$ cat src/rtl/timebase_pkg.sv
// Shared constants and width helper for the alarm-clock timebase.
package timebase_pkg;

  localparam int CLKS_PER_SEC_DEF = 256;
  localparam int SEC_PER_MIN_DEF  = 60;
  localparam int MIN_PER_HOUR_DEF = 60;

  // Counter width for a modulus n: clog2(n), but never narrower than one bit.
  function automatic int width_of(input int n);
    int w;
    w = $clog2(n);
    return (w < 1) ? 1 : w;
  endfunction

endpackage

$ cat src/rtl/mod_counter.sv
// Modulo-N counter with synchronous clear, increment enable and a registered
// wrap flag that is high for the cycle after an increment at N-1.
module mod_counter
  import timebase_pkg::*;
#(
  parameter int N = 2,
  parameter int W = width_of(N)
) (
  input  logic         clock,
  input  logic         reset,
  input  logic         clear_i,
  input  logic         inc_i,
  output logic [W-1:0] count_o,
  output logic         wrap_o
);

  localparam logic [W-1:0] MAX = W'(N - 1);

  logic [W-1:0] count_q, count_d;
  logic         wrap_q, wrap_d;
  logic         at_max;

  assign at_max = (count_q == MAX);

  // Next count: clear wins, then increment with explicit wrap at N-1.
  always_comb begin
    count_d = count_q;
    wrap_d  = 1'b0;
    if (clear_i) begin
      count_d = '0;
    end else if (inc_i) begin
      wrap_d  = at_max;
      count_d = at_max ? '0 : count_q + W'(1);
    end
  end

  // Count and wrap flag registers, asynchronously reset to zero.
  always_ff @(posedge clock or posedge reset) begin
    if (reset) begin
      count_q <= '0;
      wrap_q  <= 1'b0;
    end else begin
      count_q <= count_d;
      wrap_q  <= wrap_d;
    end
  end

  assign count_o = count_q;
  assign wrap_o  = wrap_q;

endmodule

$ cat src/rtl/timebase_generator.sv
// Timebase for the alarm clock: divides the system clock into single-cycle
// second/minute/hour strobes and exposes the running second and minute counts.
// Edge priority is sync_clear, then enable=0, then counting. In fast mode every
// enabled edge is a second tick and the prescaler is held at zero.
module timebase_generator
  import timebase_pkg::*;
#(
  parameter int CLKS_PER_SEC = CLKS_PER_SEC_DEF,
  parameter int SEC_PER_MIN  = SEC_PER_MIN_DEF,
  parameter int MIN_PER_HOUR = MIN_PER_HOUR_DEF
) (
  input  logic                                clock,
  input  logic                                reset,
  input  logic                                enable,
  input  logic                                fast,
  input  logic                                sync_clear,
  output logic                                one_second,
  output logic                                one_minute,
  output logic                                one_hour,
  output logic [width_of(SEC_PER_MIN)-1:0]    sec_count,
  output logic [width_of(MIN_PER_HOUR)-1:0]   min_count
);

  localparam int PRE_W = width_of(CLKS_PER_SEC);
  localparam int SEC_W = width_of(SEC_PER_MIN);
  localparam int MIN_W = width_of(MIN_PER_HOUR);

  localparam logic [PRE_W-1:0] PRE_MAX = PRE_W'(CLKS_PER_SEC - 1);
  localparam logic [SEC_W-1:0] SEC_MAX = SEC_W'(SEC_PER_MIN - 1);

  logic [PRE_W-1:0] pre_count;
  logic [SEC_W-1:0] sec_count_w;
  logic [MIN_W-1:0] min_count_w;

  logic pre_inc, pre_clear, pre_wrap;
  logic fast_tick, sec_tick, min_tick;
  logic fast_tick_q, sec_wrap, min_wrap;

  // Tick chain: the prescaler runs only in normal mode; fast mode makes every
  // enabled edge a second tick and pins the prescaler at zero so it restarts
  // cleanly when fast drops.
  always_comb begin
    pre_inc   = enable & ~fast & ~sync_clear;
    pre_clear = sync_clear | (enable & fast);
    fast_tick = enable & fast & ~sync_clear;
    sec_tick  = (pre_inc & (pre_count == PRE_MAX)) | fast_tick;
    min_tick  = sec_tick & (sec_count_w == SEC_MAX);
  end

  mod_counter #(.N(CLKS_PER_SEC), .W(PRE_W)) u_prescaler (
    .clock   (clock),
    .reset   (reset),
    .clear_i (pre_clear),
    .inc_i   (pre_inc),
    .count_o (pre_count),
    .wrap_o  (pre_wrap)
  );

  mod_counter #(.N(SEC_PER_MIN), .W(SEC_W)) u_seconds (
    .clock   (clock),
    .reset   (reset),
    .clear_i (sync_clear),
    .inc_i   (sec_tick),
    .count_o (sec_count_w),
    .wrap_o  (sec_wrap)
  );

  mod_counter #(.N(MIN_PER_HOUR), .W(MIN_W)) u_minutes (
    .clock   (clock),
    .reset   (reset),
    .clear_i (sync_clear),
    .inc_i   (min_tick),
    .count_o (min_count_w),
    .wrap_o  (min_wrap)
  );

  // Registered record of a fast-mode tick; the normal-mode tick is the
  // prescaler's own registered wrap flag.
  always_ff @(posedge clock or posedge reset) begin
    if (reset) begin
      fast_tick_q <= 1'b0;
    end else begin
      fast_tick_q <= fast_tick;
    end
  end

  // Fast and normal ticks are mutually exclusive on any edge, so at most one
  // of the two flops is high in a given cycle.
  assign one_second = pre_wrap | fast_tick_q;
  assign one_minute = sec_wrap;
  assign one_hour   = min_wrap;
  assign sec_count  = sec_count_w;
  assign min_count  = min_count_w;

endmodule

$ cat config.mk
export PLATFORM = sky130hd
export DESIGN_NAME = timebase_generator
export DESIGN_NICKNAME = d
export VERILOG_FILES = /design/src/rtl/timebase_pkg.sv /design/src/rtl/mod_counter.sv /design/src/rtl/timebase_generator.sv
export SDC_FILE = /design/constraint.sdc
export NUM_CORES = 1
export LEC_CHECK = 0
export ABC_CLOCK_PERIOD_IN_PS = 1650
export CAP_MARGIN = 20
export CORE_ASPECT_RATIO = 1.4
export CORE_UTILIZATION = 40
export DETAILED_ROUTE_END_ITERATION = 6
export HOLD_SLACK_MARGIN = 0.15
export PLACE_DENSITY = 0.75
export SLEW_MARGIN = 40
export SYNTH_ARGS = -nofsm -noshare
export SYNTH_HDL_FRONTEND = slang
export SYNTH_SLANG_ARGS = --single-unit
$ cat constraint.sdc
create_clock -name clock -period 1.65 [get_ports clock]
set_input_delay 0.165 -clock clock [delete_from_list [all_inputs] [get_ports clock]]
set_output_delay 0.165 -clock clock [all_outputs]
set_load 0.01 [all_outputs]
# ---- Yosys cells after proc, flatten, opt, wreduce, memory -nomap -nowiden
# Index checks and enable logic that the tools add are counted.
# W data, S select, Z words.
dict set report classes {
  addsub 3
  eq_ne 3
  mux 15
  n_bitwise 11
  reduce_logical 3
}
# operator n
set ops {}
lappend ops {{$mux W6} 6}
lappend ops {{$mux W8} 3}
lappend ops {{$add A6 B1 Y6 const B} 2}
lappend ops {{$eq A6 B6 Y1 const B} 2}
lappend ops {{$add A8 B1 Y8 const B} 1}
lappend ops {{$eq A8 B8 Y1 const B} 1}
lappend ops {{$and A1 B1 Y1} 6}
lappend ops {{$mux W1} 6}
lappend ops {{$reduce_bool A2 Y1} 3}
lappend ops {{$or A1 B1 Y1} 3}
lappend ops {{$not A1 Y1} 2}
dict set report word_totals {
  reg_bits 24
  in_bits 5
  output_inout_bits 15
  elab_cells 42
}

# ---- Logic depth before layout (Yosys ltp)
# Gate-level depths: netlist of the first run.
dict set report depth {
  ltp_word 8
  depth_mapped 6
  depth_no_buf 5
}

# ---- By module
# Synthesis of the first run repeated with hierarchy kept, for this count alone.
dict set report unflattened {
  cells_unflattened 136
  hier_area_um2 1303.8
}
# module n_inst cells_per_inst area_per_inst_um2 seq_area_each_um2
set by_module_without_submodules {}
lappend by_module_without_submodules {{mod_counter at u_minutes ...} 2 37 365.4 175.2}
lappend by_module_without_submodules {{mod_counter at u_prescaler} 1 47 464.2 225.2}
lappend by_module_without_submodules {timebase_generator 1 15 108.9 25.0}

# ---- Worst setup path after synthesis of the first run
# OpenSTA, ideal clock, no wires.
dict set report synth_path {
  path_type {flip-flop to flip-flop}
  from {register u_seconds.count_q[0] (netlist: u_seconds.count_o[0])}
  to {register u_seconds.count_q[2] (netlist: u_seconds.count_o[2])}
  setup_ns 0.077
  arrival_time_ns 1.604
  required_ns 1.573
  setup_slack_ns -0.032
  path_stages_with_launch 6
  n_path_buf 0
  period_less_slack_ns 1.682
  path_cell_list {dfrtp_1 -> ha_1 -> and3b_2 -> and3_2 -> or4_1 -> a21oi_1}
}
dict set report synth_via {
  elab_chain_len 4
  word_cells_on_any_way 5
  cone_classes {add/sub (1); eq/ne (1); mux (3)}
}
# element line
set synth_rtl {}
lappend synth_rtl {{start: declaration} mod_counter.sv:19} ;# logic [W-1:0] count_q, count_d;
lappend synth_rtl {{start signal: assignment} mod_counter.sv:43} ;# count_q <= count_d;
lappend synth_rtl {{$add A6 B1 Y6 / $eq A6 B6 Y1 (equally long branches)} {mod_counter.sv:33, mod_counter.sv:23}}
lappend synth_rtl {{$mux W6 (*)} mod_counter.sv:33} ;# count_d = at_max ? '0 : count_q + W'(1);
lappend synth_rtl {{$mux W6 (*)} mod_counter.sv:31} ;# end else if (inc_i) begin
lappend synth_rtl {{$mux W6 (*)} mod_counter.sv:29} ;# if (clear_i) begin
# Mark *: on every way between the ends. The rest lies on a longest branch, timed or not. The select of a mux whose other input is x is not followed.
# A chain may end at the register's enable or synchronous reset.

# ---- Worst setup path in the final report of the first run
dict set report layout_path {
  from {register u_seconds.count_q[1] (netlist: u_seconds.count_o[1])}
  to {register u_seconds.count_q[2] (netlist: u_seconds.count_o[2])}
}
# Same word-level chain as after synthesis.

==> impl_metrics.json, run 1 <==
{
  "cp_max_fo": 3,
  "hold_class": "input pin to async pin",
  "ys.flop_type": "dfrtp_1",
  "grt_max_degree": 25,
  "finalCritPeriodShare": 0.994,
  "syn2layout_area_growth_pct": 43.2,
  "setup_violations": 0,
  "period_needed_ns": 1.64,
  "grt_setup_unrepaired": "true",
  "drt-total-wl_mm": 3.43,
  "grt_usage": 0.208,
  "first_pass_iters": 4,
  "drt_iter0_markers": 30,
  "critPathKind": "register to register",
  "hold_viol_final": 0,
  "synthDistinctLibCells": 46,
  "final_nets": 199,
  "ctsHoldBuffers": 0,
  "final_cell_mix": "buf_4 (34), dfrtp_1 (24), clkdlybuf4s50_1 (19)",
  "worst_pin_slew_ns": 0.306,
  "antenna_found_initial": 0,
  "grt_pass1_wl_mm": 5.64,
  "core_area_um2": 3120,
  "regArea_um2": 601,
  "path_clk_slew_ns": 0.08,
  "cp_data_required_time_ns": 1.84,
  "grt_pass1_vias": 1306,
  "synth_top_area_share": 0.458,
  "postPlaceCellArea_um2": 1760,
  "synthCells": 137,
  "p_per_area_nw_per_um2": 563,
  "yosysWarnings": 0,
  "start_util": 0.419,
  "p_leak_nw": 0.820,
  "synth_area_leaders": "dfrtp_1 (46%), nand2_1 (4.0%), nand3_1 (3.4%)",
  "dp_hpwl_mm": 2.48,
  "port_buffers": 19,
  "cts_sinks": 24,
  "dieArea_um2": 3510,
  "die_h_um": 69.7,
  "cts_max_path_buffers": 2,
  "diodes": 0,
  "overflow": 0,
  "drv_slew": 0,
  "ir_drop_uv": 582,
  "start_kind": "register",
  "ys_seq_area_frac": 0.458,
  "synth_area_um2": 1310,
  "rows": 24,
  "syn-mean-instance-area_um2": 9.56,
  "crit_path_end_kind": "register",
  "n_fill_cell": 275,
  "clock_skew_ns": 0.00305,
  "htreeDepth": 1,
  "numCtsBuffers": 3,
  "num_io_pins": 20,
  "max_slew_margin": 0.796,
  "finalSetupTns_ns": 0,
  "async_reset_ff_frac": 1.00,
  "yosys.area.top_type": "dfrtp_1",
  "drive_above_1_share": 0.302,
  "gp_congestion": 0.867,
  "layout.cells.most_common": "buf_4",
  "tritoncts": "yes",
  "drc": 0,
  "multi_input_area_um2": 713,
  "syn_nets": 145,
  "design_area_um2": 1880,
  "max_cap_viol_count": 0,
  "outcome": "finished clean",
  "fmax_ghz": 0.610,
  "ys_ff_latch": 24,
  "die_x_um": 50.4,
  "num_vias": 1303,
  "routedWlPerCell_um": 15.0,
  "clk_latency_ns": 0.26,
  "via_per_inst": 5.71,
  "crit_arrival_ns": 1.83,
  "root_buffer": "clkbuf_8",
  "drtAntennaViolNets": 0,
  "synth_edf_count": 0
}
-- layout make-up --
cell class	count	share of cell area
Tap cell	39	0.0260
Inverter	7	0.0140
Sequential cell	24	0.320
Multi-Input combinational cell	102	0.380
Clock buffer	3	0.0220
Timing Repair Buffer	53	0.237
-- layer usage --
metal  up-vias  global-route usage  wire [µm]
met2        37               0.381       1960
met1       634               0.226       1280
li1        617                   -          -
met5         -                   0          0
met3        15              0.0197         72
met4         0               0.114        118
-- Yosys cell counts (3+ instances only) --
| library cell | instances |
|---|---|
| dfrtp_1 | 24 |
| o211ai_1 | 3 |
| o21ai_0 | 9 |
| nor3_1 | 4 |
| a21oi_1 | 8 |
| nand2_1 | 14 |
| inv_1 | 7 |
| ha_1 | 3 |
| nand3_1 | 9 |
| nor2_1 | 8 |
-- flip-flops by register name, indices dropped and copies added (netlist names) --
name / flops
u_prescaler.count_o: 8
u_minutes.count_o: 6
u_seconds.count_o: 6
fast_tick_q: 1
u_minutes.wrap_o: 1
u_prescaler.wrap_o: 1
u_seconds.wrap_o: 1
-- stage by stage --
stage	utilization	setup slack, ns	instances	power (mW)	hold WS [ns]
finish	0.601	0.0103	228	1.06	0.247
global route	0.601	-0.0310	228	1.10	0.288
CTS	0.582	0.00597	226	1.05	0.260
detailed placement	0.564	-0.0646	223	0.718	0.545
global placement	0.564	-0.0274	223	0.715	0.527
floorplan	-	0.00958	137	0.656	0.180
-- critical path: stages (launching register included) --
cell and delay (ns):
dfrtp_1 0.39, ha_2 0.19, and3b_2 0.22, and3_4 0.19, or4_4 0.42, a21oi_2 0.16
-- power by group --
group	leakage [nW]	switching (mW)	internal, mW
registers	0.334	0.00223	0.592
clock network	0.0216	0.178	0.163
logic	0.465	0.0626	0.0576
-- path summary, 6_finish.rpt --
check | from | to | slack [ns] | depth (start not counted)
setup / recovery | u_seconds.count_o[1]$_DFFE_PP0P_ | u_seconds.count_o[2]$_DFFE_PP0P_ | 0.01 | 5
hold / removal | reset | u_prescaler.wrap_o$_DFF_PP0_ | 0.25 | 3
setup reg to reg | u_seconds.count_o[1]$_DFFE_PP0P_ | u_seconds.count_o[2]$_DFFE_PP0P_ | 0.01 | 5
hold reg to reg | u_minutes.count_o[2]$_DFFE_PP0P_ | u_minutes.count_o[2]$_DFFE_PP0P_ | 0.56 | 1
max in group asynchronous | reset | u_minutes.count_o[3]$_DFFE_PP0P_ | 1.17 | 3
min in group clock | u_minutes.count_o[2]$_DFFE_PP0P_ | u_minutes.count_o[2]$_DFFE_PP0P_ | 0.56 | 1
-- timing repair --
action,in CTS,in global routing
pin swaps,0,5
buffers inserted,0,2
resized for setup,3,11
setup endpoints to repair,7,12
-- cell families after synthesis --
kind of cell,count (synthesis),share of synthesized area
mux,3,0.0239
buf+inv,11,0.0468
fa+ha+maj,3,0.0287
simple gates,56,0.235
xor+xnor,2,0.0134
compound gates,38,0.194
flops,24,0.458
No activity file was read; power rests on OpenSTA's default activity.
==> inputs of run 2 (changes only) <==
- SKIP_LAST_GASP: not set -> 1
==> results of run 2 <==
The final DEF is identical to that of run 1; final timing and power are the same.
